**src/rtl/dmem_access_ctrl.sv**
```systemverilog
// ============================================================================
// Module      : dmem_access_ctrl
// Description : RV64I memory-stage data access sequencer (req/ack bus, stall,
//               load extension, misalignment and timeout detection).
// Revision    : 1.0  initial release
// ============================================================================
`default_nettype none

module dmem_access_ctrl #(
    parameter int TIMEOUT_CYC = 255,
    parameter int CNT_W       = 8
) (
    input  logic        clk,
    input  logic        rst,
    input  logic        mem_valid_M,
    input  logic        mem_read_M,
    input  logic        mem_write_M,
    input  logic [2:0]  funct3_M,
    input  logic [63:0] alu_out_M,
    input  logic [63:0] rs2_data_M,
    output logic        dm_req,
    output logic        dm_we,
    output logic [63:0] dm_addr,
    output logic [7:0]  dm_wstrb,
    output logic [63:0] dm_wdata,
    input  logic        dm_ack,
    input  logic [63:0] dm_rdata,
    output logic        stall_M,
    output logic [63:0] ld_data_M,
    output logic        ld_valid_M,
    output logic        misalign_M,
    output logic        bus_err_M
);

    localparam logic [1:0] S_IDLE = 2'd0;
    localparam logic [1:0] S_REQ  = 2'd1;
    localparam logic [1:0] S_DONE = 2'd2;

    logic [1:0]       state_q;
    logic [CNT_W-1:0] cnt_q;
    logic [63:0]      addr_q;
    logic             we_q;
    logic [7:0]       wstrb_q;
    logic [63:0]      wdata_q;
    logic [2:0]       f3_q;
    logic [2:0]       off_q;
    logic             err_q;
    logic [63:0]      ld_q;

    logic             wr_d;
    logic             rd_d;
    logic             legal_d;
    logic             aligned_d;
    logic             go_d;
    logic [7:0]       strb_d;
    logic [63:0]      wdat_d;
    logic [63:0]      lane_d;
    logic [63:0]      ext_d;

    assign wr_d = mem_valid_M & mem_write_M;
    assign rd_d = mem_valid_M & mem_read_M & ~mem_write_M;

    // Stores only define sizes B..D; loads reject only funct3 = 111.
    assign legal_d = wr_d ? ~funct3_M[2] : (rd_d & (funct3_M != 3'b111));

    always_comb begin
        aligned_d = 1'b1;
        strb_d    = 8'hFF;
        wdat_d    = rs2_data_M;
        case (funct3_M[1:0])
            2'd0: begin
                strb_d = 8'h01 << alu_out_M[2:0];
                wdat_d = {8{rs2_data_M[7:0]}};
            end
            2'd1: begin
                aligned_d = ~alu_out_M[0];
                strb_d    = 8'h03 << alu_out_M[2:0];
                wdat_d    = {4{rs2_data_M[15:0]}};
            end
            2'd2: begin
                aligned_d = (alu_out_M[1:0] == 2'b00);
                strb_d    = 8'h0F << alu_out_M[2:0];
                wdat_d    = {2{rs2_data_M[31:0]}};
            end
            default: begin
                aligned_d = (alu_out_M[2:0] == 3'b000);
            end
        endcase
    end

    assign go_d = (state_q == S_IDLE) & legal_d & aligned_d;

    assign lane_d = dm_rdata >> {off_q, 3'b000};

    always_comb begin
        ext_d = lane_d;
        case (f3_q)
            3'b000:  ext_d = {{56{lane_d[7]}},  lane_d[7:0]};
            3'b001:  ext_d = {{48{lane_d[15]}}, lane_d[15:0]};
            3'b010:  ext_d = {{32{lane_d[31]}}, lane_d[31:0]};
            3'b100:  ext_d = {56'd0, lane_d[7:0]};
            3'b101:  ext_d = {48'd0, lane_d[15:0]};
            3'b110:  ext_d = {32'd0, lane_d[31:0]};
            default: ext_d = lane_d;
        endcase
    end

    always_ff @(posedge clk) begin
        if (!rst) begin
            state_q <= S_IDLE;
            cnt_q   <= '0;
            addr_q  <= '0;
            we_q    <= 1'b0;
            wstrb_q <= '0;
            wdata_q <= '0;
            f3_q    <= '0;
            off_q   <= '0;
            err_q   <= 1'b0;
            ld_q    <= '0;
        end else begin
            case (state_q)
                S_IDLE: begin
                    if (go_d) begin
                        addr_q  <= {alu_out_M[63:3], 3'b000};
                        we_q    <= wr_d;
                        wstrb_q <= wr_d ? strb_d : 8'h00;
                        wdata_q <= wdat_d;
                        f3_q    <= funct3_M;
                        off_q   <= alu_out_M[2:0];
                        cnt_q   <= '0;
                        err_q   <= 1'b0;
                        state_q <= S_REQ;
                    end
                end
                S_REQ: begin
                    if (dm_ack) begin
                        if (!we_q) begin
                            ld_q <= ext_d;
                        end
                        state_q <= S_DONE;
                    end else if (cnt_q == CNT_W'(TIMEOUT_CYC - 1)) begin
                        err_q   <= 1'b1;
                        state_q <= S_DONE;
                    end else begin
                        cnt_q <= cnt_q + 1'b1;
                    end
                end
                S_DONE: begin
                    // Always return to IDLE so the held instruction is not reissued.
                    state_q <= S_IDLE;
                end
                default: begin
                    state_q <= S_IDLE;
                end
            endcase
        end
    end

    assign dm_req     = (state_q == S_REQ);
    assign dm_we      = we_q;
    assign dm_addr    = addr_q;
    assign dm_wstrb   = wstrb_q;
    assign dm_wdata   = wdata_q;
    assign stall_M    = go_d | (state_q == S_REQ);
    assign ld_data_M  = ld_q;
    assign ld_valid_M = (state_q == S_DONE) & ~err_q & ~we_q;
    assign bus_err_M  = (state_q == S_DONE) & err_q;
    assign misalign_M = (state_q == S_IDLE) & legal_d & ~aligned_d;

endmodule

`default_nettype wire

```
**config.mk**
```make
export PLATFORM = sky130hd
export DESIGN_NAME = dmem_access_ctrl
export DESIGN_NICKNAME = d
export VERILOG_FILES = /design/src/rtl/dmem_access_ctrl.sv
export SDC_FILE = /design/constraint.sdc
export NUM_CORES = 1
export LEC_CHECK = 0
export BUFFER_PORTS_ARGS = -buffer_cell sky130_fd_sc_hd__buf_2
export CORE_MARGIN = 3
export CORE_UTILIZATION = 45
export DETAILED_ROUTE_END_ITERATION = 10
export PLACE_DENSITY = 0.87
export SLEW_MARGIN = 20
export SYNTH_ARGS = -nofsm -noshare
export SYNTH_HDL_FRONTEND = slang
export SYNTH_SLANG_ARGS = --single-unit
```
**constraint.sdc**
```tcl
create_clock -name clk -period 2.14 [get_ports clk]
set_input_delay 0.428 -clock clk [delete_from_list [all_inputs] [get_ports clk]]
set_output_delay 0.428 -clock clk [all_outputs]
set_load 0.1 [all_outputs]
```
# == Word-level counts from Yosys, hierarchy flattened ==
# Index checks and enable logic that the tools add are counted.
# totals
register_bits,215
inputBits,201
out_inout_bits,206
wordCells,77
# classes
addsub,1
n_eq_ne,16
n_shift,4
mux,18
bitwise,17
n_reduce_logical,11
# ops
operator,n
64-bit case mux with 6 select lines,1
64-bit case mux with 3 select lines,1
64-bit by 6-bit right shift with 64-bit output,1
8-bit two-way mux,4
8-bit case mux with 3 select lines,1
8-bit case mux with 2 select lines,1
1-bit bitwise AND,10
3-bit equality test (second input constant),3
8-bit by 1-bit adder with 8-bit output (second input constant),1
8-bit equality test (second input constant),1
4-bit AND reduction,2
1-bit by 3-bit left shift with 8-bit output (first input constant),1
2-bit by 3-bit left shift with 8-bit output (first input constant),1
4-bit by 3-bit left shift with 8-bit output (first input constant),1
2-bit zero test,3
3-bit zero test,2
2-bit two-way mux,3
2-bit inequality test (second input constant),3
1-bit inverter,6
2-bit by 1-bit equality test with 1-bit output (second input constant),2
2-bit equality test (second input constant),2
1-bit two-way mux,4
2-bit case mux with 2 select lines,1
2-bit AND reduction,2
other kinds (10),10

# == Longest topological paths before layout ==
# Gate-level depths: netlist (run 1).
# logic_depth
word_depth,8
mapped_depth,10
mapped_depth_nobuf,7

# == Worst setup path before layout (run 1) ==
# Ideal clock, no wire load.
# synth_timing
path_type,reg2out
start,"reg we_q, in the netlist dm_we"
end,out ld_valid_M
arrival_time_ns,3.907
required_time_ns,1.712
slack_ns,-2.195
stages_incl_launch_ff,2
cell_sequence,dfxtp_1 nor4b_1
# synth_between
elab_chain_len,2
# synth_lines
element,line_no,source
start: declaration,42,logic we_q;
start signal: assignment,125,we_q <= wr_d;
1-bit inverter (no source line),--,
1-bit bitwise AND,166,assign ld_valid_M = (state_q == S_DONE) & ~err_q & ~we_q;
end: declaration,30,"output logic ld_valid_M,"
# Every way passes these cells.

# == Final worst setup path (run 1) ==
# layout_timing
start,reg off_q[0]
end,"reg ld_q[33], in the netlist ld_data_M[33]"
# layout_between
elab_chain_len,2
# layout_lines
element,line_no,source
start: declaration,46,logic [2:0] off_q;
start signal: assignment,129,off_q <= alu_out_M[2:0];
64-bit by 6-bit right shift with 64-bit output,93,"assign lane_d = dm_rdata >> {off_q, 3'b000};"
64-bit case mux with 6 select lines,97,case (f3_q)
end signal: assignment,138,ld_q <= ext_d;
end: declaration,48,logic [63:0] ld_q;
# Every way passes these cells.
# A chain may end at the register's enable or synchronous reset.

==> impl_metrics.yaml, run 1 <==
outcome:
  outcome: "completed"
cells_and_area:
  area_growth_syn_to_layout_pct: 34.0
  num-fill-cells: 1893
  area.sequential_um2: 4320
  final_common_cell: "buf_2"
  multi_input_area_um2: 5950
  fin_nets: 1912
  stdcell_area_um2: 14400
  drive_gt1_frac: 0.348
  layout_common_cells: "400 x buf_2, 315 x nand2_1, 210 x dfxtp_1"
  stdcell_count: 2038
synth:
  ys_types: 53
  yosys-top-cells-area: "dfxtp_1 40%, nand2_1 11%, a21boi_0 8.6%"
  yosys.area.top_type_share: 0.400
  ys.flop_type: "dfxtp_1"
  synth_edf_count: 0
  avgSynthCellArea_um2: 8.23
  async_flop_share: 0
  synth_cells: 1309
  synth-seq-cells: 215
  synth_warnings: 0
  syn_area_um2: 10800
  yosysSeqAreaShare: 0.400
  yosysTopAreaCell: "dfxtp_1"
min_path:
  hold_class: "in -> reg"
clocking:
  cts_tree: "built"
  postCtsHoldBufs: 0
  clock_latency_ps: 520
  numCtsBuffers: 24
  htreeDepth: 1
  clock-sinks: 215
  cts-root-buf: "clkbuf_16"
  clkTransAtPathRegs_ps: 60
  clk_path_buf_depth: 3
setup_path:
  worstPathRequired_ps: 2530
  reg2reg_slack_ps: 40
  crit_type: "reg -> reg"
  cp-end-kind: "flip-flop"
  crit_fanout: 16
  start_kind: "flip-flop"
  crit_arrival_ps: 2490
power_and_ir_drop:
  p_per_area_nw_per_um2: 755
  p_sw_mw: 3.55
  swShare: 0.325
  power_mw: 10.9
  p_int_mw: 7.35
  p_leak_nw: 6.21
  pwr-share-clk: 0.389
  p_seq_frac: 0.387
  ir_worst_vdd_uv: 526
  power_frac_comb: 0.224
sta:
  worst_slack_ps: 41.4
  fin_crit_sh: 0.981
  final-setup-viol-count: 0
  worst_pin_slew_ps: 756
  skew_ps: 24.4
  holdWs_ps: 161
  slew_viol_final: 0
  period_minus_slack_ps: 2100
  slew_headroom: 0.496
  fmax_mhz: 477
  finalHoldViolCount: 0
place:
  dp_worst_setup_slack_ps: -121
  place_congestion: 1.00
  dp_cells: 1984
  dp_hpwl_um: 27600
  place_area_um2: 13500
  io_buffer_count: 403
grt:
  grt_pass1_wl_um: 57700
  grt_remaining_overflow: 0
  antenna_found_initial: 4
  grt_max_degree: 199
  grt_usage: 0.271
  grt_pass1_vias: 10788
floorplanning:
  fp.dieH_um: 161
  dieArea_um2: 25800
  design.core.area_um2: 23100
  die_x_um: 161
  initial_core_util: 0.467
  boundaryPins: 407
  rows: 55
drt:
  routed_via_density: 5.53
  drtAntennaViolNets: 0
  drt-total-wl_um: 37500
  drcViolationCount: 0
  drtIter0Drc: 938
  vias: 11268
  dr.pass1.iters: 5
  wl_per_cell_um: 18.4
run:
  maxCapViolCount: 0
-- sequential cells by signal, indices dropped and copies added (netlist names) --
name       flops
dm_wstrb       8
off_q          3
dm_wdata      64
dm_addr       61
cnt_q          8
err_q          1
f3_q           3
dm_we          1
ld_data_M     64
state_q        2
-- routing by layer --
| metal | track usage | wire length, um | vias up |
|---|---|---|---|
| li1 | - | - | 5327 |
| met1 | 0.333 | 14600 | 5270 |
| met2 | 0.467 | 18100 | 574 |
| met3 | 0.0614 | 3330 | 97 |
| met4 | 0.0986 | 1510 | 0 |
| met5 | 0 | 0 | - |
-- power by group through the flow --
stage	clock, mW	sequential (mW)	combinational, mW
6_report	4.24	4.22	2.44
5_1_grt	4.50	4.23	2.57
4_1_cts	4.32	4.22	2.41
3_5_place_dp	0	4.31	2.40
3_3_place_gp	0	4.30	2.36
2_1_floorplan	0	5.22	0.801
-- per-stage QoR --
step	utilization	TNS (ps)
final	0.626	0
after global routing	0.626	-4.94
after CTS	0.621	0
after detailed placement	0.585	-7940
after global placement	0.585	-3040
after floorplan	-	-594
-- cell usage after synthesis, types with 4 or more instances --
library cell,count
a211o_1,8
a211oi_1,11
a21boi_0,123
a21oi_1,69
a21oi_2,20
a221oi_1,16
a22oi_1,7
a311oi_1,7
a32oi_1,8
buf_2,37
buf_4,6
buf_6,5
clkbuf_1,70
dfxtp_1,215
ha_1,8
inv_1,24
mux2_2,9
mux2i_1,61
mux4_2,10
nand2_1,315
nand2b_1,34
nand3_1,32
nand3b_1,9
nor2_1,44
nor2b_1,13
nor3_1,4
nor3b_1,10
o211a_1,8
o211ai_1,14
o21ai_0,70
o221a_2,6
-- worst max-delay path, cell delays in order, from the launching register on --
cell and delay (ps):
dfxtp_4 390, mux4_2 550, mux2i_4 210, nor4_2 100
a311oi_4 280, buf_6 170, clkbuf_16 210, a21oi_2 60
-- repair_timing --
item / in CTS / in global routing
setup endpoints to repair: 3 / 42
pin swaps: 0 / 2
setup buffers: 1 / 4
resized for setup: 2 / 11
cloned: 0 / 1
-- area by class of cell --
type,instances,area share
well taps,313,0.0271
repair buffers,487,0.198
multi-input cells,950,0.412
clock buffers,32,0.0458
flip-flops and latches,215,0.299
diodes,5,0.000867
inverters,25,0.00650
clock inverters,11,0.0109
-- path summary, 6_finish.rpt --
path,cells past startpoint,endpoint,startpoint
max,7,ld_data_M[33]$_SDFFE_PN0P_,off_q[0]$_SDFFE_PN0P_
max reg2reg,7,ld_data_M[33]$_SDFFE_PN0P_,off_q[0]$_SDFFE_PN0P_
min,3,dm_addr[63]$_SDFFE_PN0P_,alu_out_M[63]
min reg2reg,2,dm_addr[7]$_SDFFE_PN0P_,dm_addr[7]$_SDFFE_PN0P_
-- cell families (layout without fill, tap and decap cells) --
| family | after synthesis | count (layout) | share of synthesized area |
|---|---|---|---|
| and+or+nand+nor | 475 | 475 | 0.192 |
| adders and majority gates | 8 | 8 | 0.00930 |
| AOI/OAI and AO/OA | 382 | 382 | 0.248 |
| muxes | 81 | 81 | 0.0891 |
| xor gates and xnor gates | 1 | 1 | 0.000813 |
| other | 1 | 8 | 0.000348 |
| DFF | 215 | 215 | 0.400 |
| buffers and inverters | 146 | 555 | 0.0608 |
Note: power is estimated with default switching activity, not from simulation.
==> inputs of run 2 (changes only) <==
- CORE_UTILIZATION: 45 -> 30
- PLACE_DENSITY: 0.87 -> 0.65
==> impl_metrics.yaml, run 2 (synthesized netlist as in run 1, its figures left out) <==
sta:
  finalHoldViolCount: 0
  slew_viol_final: 0
  worst_slack_ps: -18.2
  holdWs_ps: 152
  rsz0062_at_grt: "true"
  fin_crit_sh: 1.01
  worst_pin_slew_ps: 682
  setup_tns_ps: -18.2
  fmax_mhz: 463
  period_minus_slack_ps: 2160
  skew_ps: 11.1
  final-setup-viol-count: 1
  slew_headroom: 0.543
power_and_ir_drop:
  power_mw: 11.4
  p_sw_mw: 3.65
  p_leak_nw: 6.25
  ir_worst_vdd_uv: 578
  pwr-share-clk: 0.418
  p_int_mw: 7.78
  power_frac_comb: 0.213
  p_per_area_nw_per_um2: 777
  swShare: 0.320
  p_seq_frac: 0.369
grt:
  grt_remaining_overflow: 0
  grt_pass1_vias: 10739
  grt_busiest_layer: "met2"
  met2_usage: 0.323
  grt_pass1_wl_um: 59700
  grt_use_met3: 0.0468
  antenna_found_initial: 9
  use_met1: 0.242
  grt_usage: 0.191
  grt_max_degree: 71
drt:
  routed_via_density: 5.05
  drt-total-wl_um: 38800
  wl_per_cell_um: 17.7
  drtIter0Drc: 648
  drtAntennaViolNets: 0
  drcViolationCount: 0
  vias: 11036
  dr.pass1.iters: 5
cells_and_area:
  final_common_cell: "buf_2"
  num-fill-cells: 3548
  fin_nets: 1915
  layout_common_cells: "398 x buf_2, 315 x nand2_1, 210 x dfxtp_1"
  drive_gt1_frac: 0.351
  area_growth_syn_to_layout_pct: 36.6
outcome:
  outcome: "finished, violations left"
  violations: "setup timing"
clocking:
  cts-root-buf: "clkbuf_16"
  clock-sinks: 215
  cts_tree: "built"
  htreeDepth: 1
  numCtsBuffers: 26
  postCtsHoldBufs: 0
  clkTransAtPathRegs_ps: 60
  clock_latency_ps: 530
  clk_path_buf_depth: 3
setup_path:
  crit_start: "funct3_M[0]"
  crit_fanout: 5
  start_kind: "primary input"
  reg2reg_depth: 6
  reg2reg_from: "off_q[1]$_SDFFE_PN0P_"
  setup.worst_path.end: "stall_M"
  crit_type: "in -> out"
  cp-end-kind: "output port"
  reg2reg_slack_ps: 80
  crit_arrival_ps: 1730
  worstPathRequired_ps: 1710
  r2r_end: "ld_data_M[8]$_SDFFE_PN0P_"
floorplanning:
  initial_core_util: 0.308
  fp.dieH_um: 195
  rows: 68
  die_x_um: 195
  dieArea_um2: 38200
  boundaryPins: 407
  design.core.area_um2: 35000
place:
  place_congestion: 0.918
  io_buffer_count: 403
  dp_hpwl_um: 29400
run:
  maxCapViolCount: 0
min_path:
  hold_class: "in -> reg"
[run 2: changes by cell type in the layout (fill, tap and decap cells not counted), moves of 2 or more]
cell | before | now
buf_4 | 71 | 75
buf_2 | 400 | 398
bufinv_16 | 3 | 5
clkbuf_1 | 5 | 3
clkbuf_16 | 25 | 27
clkinvlp_4 | 1 | 3
dfxtp_2 | 2 | 4
dfxtp_4 | 3 | 1
diode_2 | 5 | 7
[run 2: how the worst min path moves through the flow]
| stage | startpoint | cells past startpoint | to | slack [ps] |
|---|---|---|---|---|
| floorplan | cnt_q[6]$_SDFFE_PN0P_ | 2 | cnt_q[6]$_SDFFE_PN0P_ | 430 |
| global placement | dm_wdata[3]$_SDFFE_PN0P_ | 2 | dm_wdata[3]$_SDFFE_PN0P_ | 440 |
| detailed placement | cnt_q[6]$_SDFFE_PN0P_ | 2 | cnt_q[6]$_SDFFE_PN0P_ | 440 |
| CTS | alu_out_M[51] | 3 | dm_addr[51]$_SDFFE_PN0P_ | 120 |
| global route | alu_out_M[46] | 3 | dm_addr[46]$_SDFFE_PN0P_ | 130 |
| finish | alu_out_M[44] | 3 | dm_addr[44]$_SDFFE_PN0P_ | 150 |
[run 2: timing repair]
action	CTS	global route
pin swaps	0	2
endpoints found under the setup margin	20	58
resized for setup	9	6
buffers inserted	0	3
[run 2: metrics by stage]
stage	instance area (um2)	utilization	instances	setup slack, ps
floorplan	10900	-	1311	-93.1
global placement	13700	0.391	2130	-221
detailed placement	13700	0.391	2130	-344
CTS	14700	0.419	2177	-99.0
global route	14700	0.421	2186	-84.3
finish	14700	0.421	2187	-18.2
[run 2: power by group through the flow]
stage	logic (mW)	registers [mW]	clock network, mW
CTS	2.43	4.22	4.93
global placement	2.39	4.30	0
global route	2.58	4.23	5.09
floorplan	0.801	5.22	0
finish	2.44	4.22	4.78
detailed placement	2.42	4.30	0
[run 2: area by class of cell]
| cell class | instances | area [um2] | share of cell area |
|---|---|---|---|
| multi-input combinational | 950 | 5950 | 0.404 |
| antenna | 7 | 17.5 | 0.00119 |
| clock buffer | 32 | 714 | 0.0486 |
| clock inverter | 15 | 219 | 0.0149 |
| tap | 455 | 569 | 0.0387 |
| timing repair buffer | 488 | 2840 | 0.193 |
| inverter | 25 | 93.8 | 0.00638 |
| sequential | 215 | 4310 | 0.293 |
[run 2: worst max-delay path, cell delays in order]
cell and delay [ps]:
buf_2 140, buf_4 150, ha_4 150, a21oi_2 140, o2111ai_4 190, a21o_4 250
o21ai_4 70, buf_12 190
[run 2: routing by layer]
metal	vias to the layer above	share of wire
met1	5179	0.42
met3	72	0.086
met2	451	0.47
met5	-	0.00059
met4	4	0.027
li1	5330	-
